[src/rtl/linear_layer_ctrl_pkg.sv]
// Shared control definitions for the linear-layer dataflow sequencers:
// state encoding, counter width helper and default counter width.
package linear_layer_ctrl_pkg;

    localparam int unsigned DEFAULT_CNT_WIDTH = 32;

    typedef enum logic [1:0] {
        ST_IDLE  = 2'd0,
        ST_FETCH = 2'd1,
        ST_ISSUE = 2'd2,
        ST_DRAIN = 2'd3
    } state_t;

    // Bits needed to hold 0..max_out inclusive.
    function automatic int unsigned credit_width(input int unsigned max_out);
        return (max_out < 1) ? 1 : $clog2(max_out + 1);
    endfunction

endpackage

[src/rtl/linear_layer_credit_counter.sv]
// Up/down in-flight counter with registered full/empty flags; a simultaneous
// inc and dec leaves the count unchanged.
module linear_layer_credit_counter #(
    parameter int unsigned MAX_COUNT = 2,
    parameter int unsigned WIDTH     = 2
) (
    input  logic             clk,
    input  logic             rst,
    input  logic             inc,
    input  logic             dec,
    output logic [WIDTH-1:0] count,
    output logic             full,
    output logic             empty
);

    logic             dec_eff;
    logic             inc_eff;
    logic [WIDTH-1:0] count_next;

    assign dec_eff = dec && !empty;
    assign inc_eff = inc && (!full || dec_eff);

    always_comb begin
        count_next = count;
        if (inc_eff && !dec_eff) begin
            count_next = count + WIDTH'(1);
        end else if (dec_eff && !inc_eff) begin
            count_next = count - WIDTH'(1);
        end
    end

    always_ff @(posedge clk) begin
        if (rst) begin
            count <= '0;
            full  <= 1'b0;
            empty <= 1'b1;
        end else begin
            count <= count_next;
            full  <= (count_next == WIDTH'(MAX_COUNT));
            empty <= (count_next == '0);
        end
    end

endmodule

[src/rtl/linear_layer_start_token_consumer.sv]
// Start-FIFO read-side sequencer driving a consumer ap_start/ap_ready/ap_done port.
// Optional stall counters enabled by LINEAR_LAYER_START_CONSUMER_PERF_EN.
module linear_layer_start_token_consumer
    import linear_layer_ctrl_pkg::*;
#(
    parameter int unsigned MAX_OUTSTANDING = 2,
    parameter int unsigned CNT_WIDTH       = DEFAULT_CNT_WIDTH
) (
    input  logic                 ap_clk,
    input  logic                 ap_rst,
    input  logic                 run_start,
    input  logic [CNT_WIDTH-1:0] iter_total,
    input  logic                 start_if_empty_n,
    output logic                 start_if_read,
    output logic                 proc_ap_start,
    input  logic                 proc_ap_ready,
    input  logic                 proc_ap_done,
    output logic                 busy,
    output logic                 all_done,
    output logic [CNT_WIDTH-1:0] issued_cnt,
    output logic [CNT_WIDTH-1:0] done_cnt,
`ifdef LINEAR_LAYER_START_CONSUMER_PERF_EN
    output logic [CNT_WIDTH-1:0] stall_empty_cycles,
    output logic [CNT_WIDTH-1:0] stall_credit_cycles,
`endif
    output logic                 proto_err
);

    localparam int unsigned OUT_W = credit_width(MAX_OUTSTANDING);

    state_t               state;
    logic [CNT_WIDTH-1:0] total;
    logic [CNT_WIDTH-1:0] issued_next;
    logic [OUT_W-1:0]     outstanding;
    logic                 credit_full;
    logic                 credit_empty;
    logic                 issue_ack;
    logic                 done_ok;
    logic                 done_bad;
    logic                 pop;
    logic                 drain_done;

    assign issue_ack   = (state == ST_ISSUE) && proc_ap_ready;
    assign done_ok     = (state != ST_IDLE) && proc_ap_done && !credit_empty;
    assign done_bad    = proc_ap_done && !done_ok;
    assign pop         = (state == ST_FETCH) && start_if_empty_n &&
                         (issued_cnt < total) && !credit_full;
    assign issued_next = issued_cnt + CNT_WIDTH'(1);
    // A done landing in the same cycle as the last outstanding one still completes the drain.
    assign drain_done  = credit_empty || ((outstanding == OUT_W'(1)) && done_ok);

    assign start_if_read = pop;

    linear_layer_credit_counter #(
        .MAX_COUNT (MAX_OUTSTANDING),
        .WIDTH     (OUT_W)
    ) u_credit (
        .clk   (ap_clk),
        .rst   (ap_rst),
        .inc   (issue_ack),
        .dec   (done_ok),
        .count (outstanding),
        .full  (credit_full),
        .empty (credit_empty)
    );

    always_ff @(posedge ap_clk) begin
        if (ap_rst) begin
            state         <= ST_IDLE;
            total         <= '0;
            issued_cnt    <= '0;
            done_cnt      <= '0;
            proc_ap_start <= 1'b0;
            busy          <= 1'b0;
            all_done      <= 1'b0;
            proto_err     <= 1'b0;
        end else begin
            all_done <= 1'b0;
            if (done_ok) begin
                done_cnt <= done_cnt + CNT_WIDTH'(1);
            end
            if (done_bad) begin
                proto_err <= 1'b1;
            end
            case (state)
                ST_IDLE: begin
                    if (run_start) begin
                        total      <= iter_total;
                        issued_cnt <= '0;
                        done_cnt   <= '0;
                        proto_err  <= 1'b0;
                        if (iter_total == '0) begin
                            all_done <= 1'b1;
                        end else begin
                            state <= ST_FETCH;
                            busy  <= 1'b1;
                        end
                    end
                end
                ST_FETCH: begin
                    if (pop) begin
                        state         <= ST_ISSUE;
                        proc_ap_start <= 1'b1;
                    end
                end
                ST_ISSUE: begin
                    if (proc_ap_ready) begin
                        proc_ap_start <= 1'b0;
                        issued_cnt    <= issued_next;
                        state         <= (issued_next == total) ? ST_DRAIN : ST_FETCH;
                    end
                end
                ST_DRAIN: begin
                    if (drain_done) begin
                        all_done <= 1'b1;
                        busy     <= 1'b0;
                        state    <= ST_IDLE;
                    end
                end
                default: state <= ST_IDLE;
            endcase
        end
    end

`ifdef LINEAR_LAYER_START_CONSUMER_PERF_EN
    // Saturating stall counters, cleared when a run is accepted.
    always_ff @(posedge ap_clk) begin
        if (ap_rst) begin
            stall_empty_cycles  <= '0;
            stall_credit_cycles <= '0;
        end else if ((state == ST_IDLE) && run_start) begin
            stall_empty_cycles  <= '0;
            stall_credit_cycles <= '0;
        end else if (state == ST_FETCH) begin
            if (!start_if_empty_n && (issued_cnt < total) && (stall_empty_cycles != '1)) begin
                stall_empty_cycles <= stall_empty_cycles + CNT_WIDTH'(1);
            end
            if (credit_full && (stall_credit_cycles != '1)) begin
                stall_credit_cycles <= stall_credit_cycles + CNT_WIDTH'(1);
            end
        end
    end
`endif

endmodule

[config.mk]
export PLATFORM = sky130hd
export DESIGN_NAME = linear_layer_start_token_consumer
export DESIGN_NICKNAME = d
export VERILOG_FILES = /design/src/rtl/linear_layer_ctrl_pkg.sv /design/src/rtl/linear_layer_credit_counter.sv /design/src/rtl/linear_layer_start_token_consumer.sv
export SDC_FILE = /design/constraint.sdc
export NUM_CORES = 1
export LEC_CHECK = 0
export CELL_PAD_IN_SITES_DETAIL_PLACEMENT = 0
export CELL_PAD_IN_SITES_GLOBAL_PLACEMENT = 1
export CORE_UTILIZATION = 40
export CTS_CLUSTER_DIAMETER = 200
export DETAILED_ROUTE_END_ITERATION = 10
export GPL_TIMING_DRIVEN = 0
export PLACE_DENSITY = 0.8
export SYNTH_ARGS = -nofsm -noshare
export SYNTH_HDL_FRONTEND = slang
export SYNTH_SLANG_ARGS = --single-unit
export TNS_END_PERCENT = 30
[constraint.sdc]
create_clock -name ap_clk -period 6.7 [get_ports ap_clk]
set_input_delay 2.01 -clock ap_clk [delete_from_list [all_inputs] [get_ports ap_clk]]
set_output_delay 2.01 -clock ap_clk [all_outputs]
set_load 0.05 [all_outputs]
# [Word level (Yosys, flattened, before mapping)]
# Index checks and enable logic that the tools add are counted.
[word_totals] register_bits=106 latchBits=0 ramBits=0 rom_bits=0 inputBits=38 out_inout_bits=69 word_cells=87 n_memories=0
[op_classes] add_sub_neg=4 n_mul=0 div_mod_pow=0 order_cmp=1 n_eq_ne=11 shift=0 n_mux=29 bitwise=0 n_reduce_logical=31
[op_table] cell="$mux W32" count=5
[op_table] cell="$add A32 B1 Y32 const B" count=2
[op_table] cell="$pmux W32 S2" count=1
[op_table] cell="$eq A32 B32 Y1" count=1
[op_table] cell="$logic_not A32 Y1" count=1
[op_table] cell="$lt A32 B32 Y1" count=1
[op_table] cell="$mux W2" count=8
[op_table] cell="$logic_and A1 B1 Y1" count=12
[op_table] cell="$mux W1" count=11
[op_table] cell="$ne A2 B2 Y1 const B" count=5
[op_table] cell="$pmux W2 S4" count=1
[op_table] cell="$reduce_bool A2 Y1" count=4
[op_table] cell="$eq A2 B2 Y1 const B" count=3
[op_table] cell="$pmux W1 S2" count=3
[op_table] cell="$reduce_and A3 Y1" count=2
[op_table] cell="$logic_not A1 Y1" count=5
[op_table] cell="$reduce_and A5 Y1" count=1
[op_table] cell="$eq A2 B1 Y1 const B" count=2
[op_table] cell="$logic_not A2 Y1" count=2
[op_table] cell="$reduce_and A4 Y1" count=1
[op_table] cell="$add A2 B1 Y2 const B" count=1
[op_table] cell="$logic_or A1 B1 Y1" count=2
[op_table] cell="$reduce_and A2 Y1" count=1
[op_table] cell="$sub A2 B1 Y2 const B" count=1

# [Longest topological paths before layout]
# Gate-level depths: netlist of the first run.
[depth] ltp_word=11 ltp_mapped=10 ltp_nobuf=9

# [Cells and area by module]
# From an unflattened synthesis of the first run, not the netlist that was laid out.
[hier_totals] cells_unflattened=828 hier_area_um2=6456.2
[modules_own_cells] module="linear_layer_start_token_consumer" instances=1 cells_per_inst=801 area_per_inst_um2=6216.0 seq_area_each_um2=2042.0
[modules_own_cells] module="linear_layer_credit_counter" instances=1 cells_per_inst=27 area_per_inst_um2=240.2 seq_area_each_um2=80.1

# [Worst setup path before layout of the first run]
# No wires, ideal clock.
[synth_timing] path_type="input port to output port" startpoint="input port start_if_empty_n" endpoint="output port start_if_read" arrival_ns=3.427 required_time_ns=4.690 slack_ns=1.263 cell_stages=5 path_buffers=0 cell_sequence="or4b_2 > a221oi_1 > o31ai_1 > a21o_1 > inv_1"
[synth_via] elab_chain_len=3
[synth_rtl] element="start, declared" line_no="linear_layer_start_token_consumer.sv:13" source="input logic start_if_empty_n,"
[synth_rtl] element="$logic_and A1 B1 Y1 (2 in a row)" line_no="linear_layer_start_token_consumer.sv:46" source="assign pop = (state == ST_FETCH) && start_if_empty_n &&"
[synth_rtl] element="$logic_and A1 B1 Y1" line_no="linear_layer_start_token_consumer.sv:47" source="(issued_cnt < total) && !credit_full;"
[synth_rtl] element="end, declared" line_no="linear_layer_start_token_consumer.sv:14" source="output logic start_if_read,"
# Every way passes these cells.

# [Worst setup path after layout of the first run]
# Ends and elaborated chain as after synthesis.

==> results_dict.tcl, run 1 <==
set metrics [dict create \
    outcome "complete, no violations" \
    crit_buf_inv 3 \
    combPwrFrac_pct 31.0 \
    die-area_sq_um 17200 \
    reg2regPathDepth 10 \
    clock-root-buffer "clkbuf_16" \
    cp_cell_sequence "clkdlybuf4s50_1 > or4b_2 > a221oi_1 > o31ai_1 > a21o_1 > inv_1 > dlymetal6s2s_1" \
    synth-simple-area-share_pct 29.0 \
    synth.net_count 959 \
    power.leakage_nw 2.93 \
    worstPathMaxFanout 2 \
    hold_end "total[27]" \
    tns_ns 0 \
    startpoint "start_if_empty_n" \
    fin_crit_ns 6.25 \
    timing_hold_violations_final 0 \
    yosys_warnings 0 \
    grt_first_pass_wirelength_um 34500 \
    synth_xor_area_share_pct 9.06 \
    fin_skew_ns 0.0104 \
    slew_headroom_pct 19.0 \
    area_delta_synth_final_pct 24.3 \
    grt_pass1_vias 6336 \
    drv_cap 0 \
    numPortBuffers 105 \
    endpoint_kind "output pin" \
    p_int_mw 1.18 \
    wl_met1_um 10100 \
    muxShareOfSynthArea_pct 0.469 \
    grt_max_degree 19 \
    cpLargestDelayFamily "buffers and inverters" \
    synth_area_per_cell_sq_um 7.56 \
    synth_top_area_share_pct 31.8 \
    period_share_pct 93.2 \
    routed_wl_um 22000 \
    final_layout_size_suffix_gt1_share_pct 3.59 \
    swShare_pct 37.3 \
    slowest_delay_ns 0.58 \
    cts_tree "built" \
    drt-initial-drc-count 612 \
    arrival_ns 4.24 \
    syn_inst 882 \
    min_path_type "flop to flop" \
    fmax_mhz 160 \
    top_layer "met4" \
    synth_adder_area_share_pct 7.32 \
    gp_congestion 0.950 \
    multi_input_area_sq_um 4160 \
    dp_hpwl_um 16900 \
    cts.repair.resized 0 \
    maxSlewViolCount 0 \
    clockPowerShare_pct 29.5 \
    vias 6777 \
    grt_use_total_pct 25.6 \
    die_x_um 131 \
    seqCellArea_sq_um 2120 \
    r2r_slack_ns 3.26 \
    layout.nets 1075 \
    yosysSeqAreaShare_pct 31.8 \
    start_util_pct 41.5 \
    design.portCount 107 \
    ir_drop_uv 146 \
    n_fill_cell 1618 \
    synth_top_family_by_area "simple AND/OR/NAND/NOR gates" \
    rows 46 \
    tightest_slew_ns 1.21 \
    async_flop_share_pct 0 \
    drc_errors 0 \
    synth_cell_type_count 63 \
    finalSetupViolCount 0 \
    htreeDepth 3 \
    path_clk_slew_ns 0.08 \
    synth_edf_count 0 \
    synth_top_area_cell "dfxtp_1" \
    synthTopCellsByArea "dfxtp_1 (32%), ha_1 (7.3%), nand2_1 (6.5%), a21oi_1 (6.3%), xnor2_1 (4.7%)" \
    worst_ep_required_time_ns 4.69 \
    antenna_cells 0 \
    power_density_nw_per_um2 227 \
    postRouteAntennaNets 0 \
    wl_met2_um 9670 \
    cts_setup_buffers 0 \
    syn_area_sq_um 6670 \
    timing.rr.start "issued_cnt[0]" \
    path_class "input pin to output pin" \
    clk_path_buf_depth 2 \
    rsz0062_at_grt "no" \
    gr-total-overflow 0 \
    start_kind "input pin" \
    hold_ws_ns 0.488 \
    ys_ff_latch 106 \
    power_frac_seq_pct 39.5 \
    crit_path_top_delay_cell "or4b_2" \
    viasPerCell 5.56 \
    holdCritStartpoint "total[27]" \
    clock_latency_ns 0.36 \
    wire_per_inst_um 18.0 \
    clkSinkCount 106 \
    dieHeight_um 131 \
    reg2reg_to "state[1]" \
    antenna_found_initial 0 \
    synth_compound_area_share_pct 16.6 \
    cts_buffers 9 \
    drt-pass1-iter-count 5 \
    hold_depth 2 \
    switchingPower_uw 702 \
    synth_ff_type "dfxtp_1" \
    wl_met3_um 1570 \
    ctsHoldBuffers 0 \
    coreArea_sq_um 16100 \
]
==> power groups by stage <==
stage               clock, mW  combinational (mW)  sequential [mW]
finish                  0.556               0.583            0.743
global route            0.596               0.644            0.750
CTS                     0.567               0.578            0.741
detailed placement          0               0.575            0.756
global placement            0               0.574            0.756
floorplan                   0               0.375            0.745
==> cell usage in the layout (no fill, tap or decap), types with 35 or more instances in the layout <==
| master | instances |
|---|---|
| clkbuf_1 | 43 |
| dfxtp_1 | 106 |
| nand3_1 | 39 |
| a21oi_1 | 84 |
| nand2_1 | 116 |
| nor2_1 | 81 |
| o21ai_0 | 35 |
| xnor2_1 | 36 |
| clkdlybuf4s50_1 | 104 |
| inv_1 | 48 |
| ha_1 | 39 |
==> cell families after synthesis <==
| group | after synthesis |
|---|---|
| and+or+nand+nor | 385 |
| AOI/OAI and AO/OA | 181 |
| DFF | 106 |
| buffers and inverters | 99 |
| xor gates and xnor gates | 69 |
| adders and majority gates | 39 |
| muxes | 3 |
==> final cells by class <==
| class | count | area share, % |
|---|---|---|
| Timing Repair Buffer | 105 | 12.7 |
| Sequential cell | 106 | 25.6 |
| Inverter | 49 | 2.22 |
| Clock buffer | 9 | 2.72 |
| Clock inverter | 6 | 0.861 |
| Buffer | 50 | 2.46 |
| Tap cell | 216 | 3.26 |
| Multi-Input combinational cell | 677 | 50.2 |
==> sequential cells by signal, indices dropped and copies added (netlist names), 2 cells and up <==
signal and cells:
total 32, issued_cnt 32, u_credit.count 2, done_cnt 32
state 2
==> metrics by stage <==
step                cells  utilization (%)  power, mW  cell area [sq um]  setup WS, ns
finish               1218             51.6       1.88               8290         0.454
global placement     1203             49.8       1.33               7990        0.0581
CTS                  1218             51.6       1.89               8290        0.0326
global route         1218             51.6       1.99               8290         0.381
floorplan             882                -       1.12               6670          1.26
detailed placement   1203             49.8       1.33               7990        0.0425
==> layer usage <==
layer,vias up,track usage [%]
met5,-,0
met4,0,9.67
met3,45,5.63
met2,221,39.4
met1,3150,34.7
li1,3361,-
==> cells in the mapped netlist (3+ instances only) <==
cell type	n
a2111oi_0	3
a211oi_1	4
a21o_1	3
a21oi_1	84
a221oi_1	3
a22oi_1	8
a311oi_1	7
a31o_2	4
a31oi_1	4
a41oi_1	3
and2_1	8
and3_1	16
and4_1	9
buf_2	4
clkbuf_1	43
dfxtp_1	106
ha_1	39
inv_1	48
nand2_1	116
nand2b_1	3
nand3_1	39
nand3b_1	4
nand4_1	24
nor2_1	81
nor2b_1	11
nor3_1	22
nor3b_1	3
nor4_1	23
o2111ai_1	3
o211ai_1	4
o21ai_0	35
o31ai_1	4
or3_1	9
or4_1	4
xnor2_1	36
xor2_1	33
==> worst max-delay path by stage <==
| stage | to | slack, ns | cells after the start |
|---|---|---|---|
| 6_report | start_if_read | 0.45 | 7 |
| 2_1_floorplan | start_if_read | 1.26 | 5 |
| 3_5_place_dp | start_if_read | 0.04 | 7 |
| 4_1_cts | start_if_read | 0.03 | 7 |
| 3_3_place_gp | start_if_read | 0.06 | 7 |
| 5_1_grt | start_if_read | 0.38 | 7 |
==> worst min-delay path: cells and delay by family (launching register included) <==
kind,cells,cell delay (ns)
AO/OA/AOI/OAI,1,0.05
flip-flops,1,0.33
AND/OR/NAND/NOR,1,0.06
(Power assumes the default switching activity.)
==> inputs of run 2 (changes only) <==
--- a/config.mk
+++ b/config.mk
@@ -14,5 +14,6 @@
 export PLACE_DENSITY = 0.8
 export SYNTH_ARGS = -nofsm -noshare
 export SYNTH_HDL_FRONTEND = slang
+export SYNTH_HIERARCHICAL = 1
 export SYNTH_SLANG_ARGS = --single-unit
 export TNS_END_PERCENT = 30
==> run 2 against run 1 <==
- die area fell by 3.1%
- global-route usage fell by 2.9 points
- maximum frequency fell by 3.0%
- non-clock buffer count fell by 8
- final cell count fell by 4.3%
- register-to-register slack improved by 0.09 ns
- cell area fell by 2.4%
- critical path depth fell by 1
- sequential power fell by 2%
- first-iteration DRC count fell by 38%
- synthesized area fell by 3.2%
- via count fell by 9.0%
- critical path type unchanged
==> results_dict.tcl, run 2 <==
set metrics [dict create \
    outcome "complete, no violations" \
    syn_inst 828 \
    cts_tree "built" \
    min_path_type "flop to flop" \
    synth_ff_type "dfxtp_1" \
    largestRegisters "done_cnt x32, issued_cnt x32, total x32" \
    cpLargestDelayFamily "compound AO/OA/AOI/OAI gates" \
    clkSinkCount 106 \
    synthTopCellsByCount "nand2_1 (112), dfxtp_1 (106), a21oi_1 (99)" \
    postRouteAntennaNets 0 \
    period_share_pct 96.1 \
    rsz0062_at_grt "no" \
    clk_path_buf_depth 2 \
    async_flop_share_pct 0 \
    synth_top_area_share_pct 32.9 \
    start_kind "input pin" \
    startpoint "start_if_empty_n" \
    drt-initial-drc-count 378 \
    dieHeight_um 129 \
    layout.nets 1021 \
    antenna_found_initial 0 \
    hold_depth 2 \
    synth_area_per_cell_sq_um 7.80 \
    drt-pass1-iter-count 5 \
    hold_ws_ns 0.466 \
    worst_ep_required_time_ns 4.69 \
    viasPerCell 5.29 \
    gp_congestion 0.856 \
    ir_drop_uv 135 \
    grt_first_pass_wirelength_um 29100 \
    rows 46 \
    cts_buffers 9 \
    cp.depth 6 \
    power_density_nw_per_um2 225 \
    reg2regPathDepth 13 \
    finalInstanceArea_sq_um 8090 \
    cts.repair.resized 1 \
    mostFrequentLayoutCell "nand2_1" \
    clock_latency_ns 0.36 \
    finalPower_mw 1.82 \
    slew_headroom_pct 50.3 \
    crit_end "start_if_read" \
    wire_per_inst_um 15.9 \
    slowest_delay_ns 0.60 \
    final_layout_size_suffix_gt1_share_pct 5.79 \
    synth.net_count 904 \
    ctsHoldBuffers 0 \
    die-area_sq_um 16700 \
    r2r_slack_ns 3.35 \
    start_util_pct 40.8 \
    finalSetupViolCount 0 \
    reg2reg_to "done_cnt[30]" \
    crit_buf_inv 2 \
    drc_errors 0 \
    yosys.cell_count.top_type "nand2_1" \
    antenna_cells 0 \
    design.portCount 107 \
    timing.rr.start "state[1]" \
    tightest_slew_ns 0.745 \
    dp_hpwl_um 14100 \
    cp_cell_sequence "clkdlybuf4s50_1 > nand2_1 > a2111oi_1 > o221ai_1 > a21oi_1 > dlygate4sd2_1" \
    coreArea_sq_um 15800 \
    vias 6164 \
    routed_wl_um 18500 \
    crit_path_top_delay_cell "dlygate4sd2_1" \
    cts_setup_buffers 0 \
    arrival_ns 4.43 \
    yosysSeqAreaShare_pct 32.9 \
    timing_hold_violations_final 0 \
    path_clk_slew_ns 0.08 \
    place_ws_ns -0.191 \
    endpoint_kind "output pin" \
    die_x_um 129 \
    layout_setup_ws_ns 0.261 \
    synth_cell_type_count 65 \
    layout_common_cells "nand2_1 (112), dfxtp_1 (106), clkdlybuf4s50_1 (105), a21oi_1 (99), nor2_1 (75)" \
    grt_max_degree 22 \
    area_delta_synth_final_pct 25.3 \
    gr-total-overflow 0 \
    worstPathMaxFanout 4 \
    htreeDepth 3 \
    synth_edf_count 0 \
    numPortBuffers 106 \
    synthTopCellsByArea "dfxtp_1 (33%), a21oi_1 (7.7%), ha_1 (7.4%), nand2_1 (6.5%), xnor2_1 (5.7%)" \
    grt_use_total_pct 22.7 \
    clock-root-buffer "clkbuf_16" \
    power.leakage_nw 2.96 \
    synth_top_area_cell "dfxtp_1" \
    drv_cap 0 \
    fin_skew_ns 0.0105 \
    fin_crit_ns 6.44 \
    syn_area_sq_um 6460 \
    yosys_warnings 6 \
    fmax_mhz 155 \
    ys_ff_latch 106 \
    placed_area_sq_um 7790 \
    path_class "input pin to output pin" \
    maxSlewViolCount 0 \
    grt_pass1_vias 5523 \
]
-- run 2: kinds of logic (layout without fill, tap and decap cells) --
family	after synthesis	in the layout	synth area share, %
compound gates	180	180	16.1
fa+ha+maj	38	38	7.36
simple gates	343	343	27.6
mux	4	4	0.620
xor+xnor	72	72	9.77
flops	106	106	32.9
buf+inv	85	207	5.70
-- run 2: worst reg2reg max path: cells and delay by family (launching register included) --
kind	cells	cell delay, ns
compound gates	1	0.15
simple gates	7	1.93
buf+inv	4	0.60
flops	1	0.42
fa+ha+maj	1	0.19
-- run 2: routing by layer --
layer	wire length, um	global-route usage (%)	part of all wire, %	up-vias
met1	9580	33.7	52	2881
met4	232	6.71	1.3	0
met2	7840	34.3	42	140
met5	0	0	0	-
li1	-	-	-	3127
met3	889	2.81	4.8	16
-- run 2: per-stage QoR --
step,std cells,utilization (%),TNS (ns)
after floorplan,828,-,0
after global placement,1150,49.2,-0.252
after detailed placement,1150,49.2,-0.191
after CTS,1166,51.1,0
after global routing,1166,51.1,0
final,1166,51.1,0
-- run 2: area by class of cell --
| class | count | area [sq um] |
|---|---|---|
| inverters | 44 | 165 |
| clock inverters | 7 | 78.8 |
| plain buffers | 41 | 203 |
| clock buffers | 9 | 225 |
| multi-input cells | 637 | 3970 |
| fillers | 1628 | 7740 |
| flip-flops and latches | 106 | 2120 |
| well taps | 216 | 270 |
| repair buffers | 106 | 1060 |
-- run 2: power breakdown --
group	switching, mW	internal (mW)
combinational	0.350	0.195
sequential	0.0499	0.675
clock	0.284	0.268
total	0.684	1.14
-- run 2: worst min-delay path by stage --
stage | slack (ns) | to | startpoint
2_1_floorplan | 0.44 | total[0] | total[0]
3_3_place_gp | 0.45 | total[0] | total[0]
3_5_place_dp | 0.46 | total[0] | total[0]
4_1_cts | 0.47 | total[0] | total[0]
5_1_grt | 0.49 | total[0] | total[0]
6_report | 0.47 | total[0] | total[0]
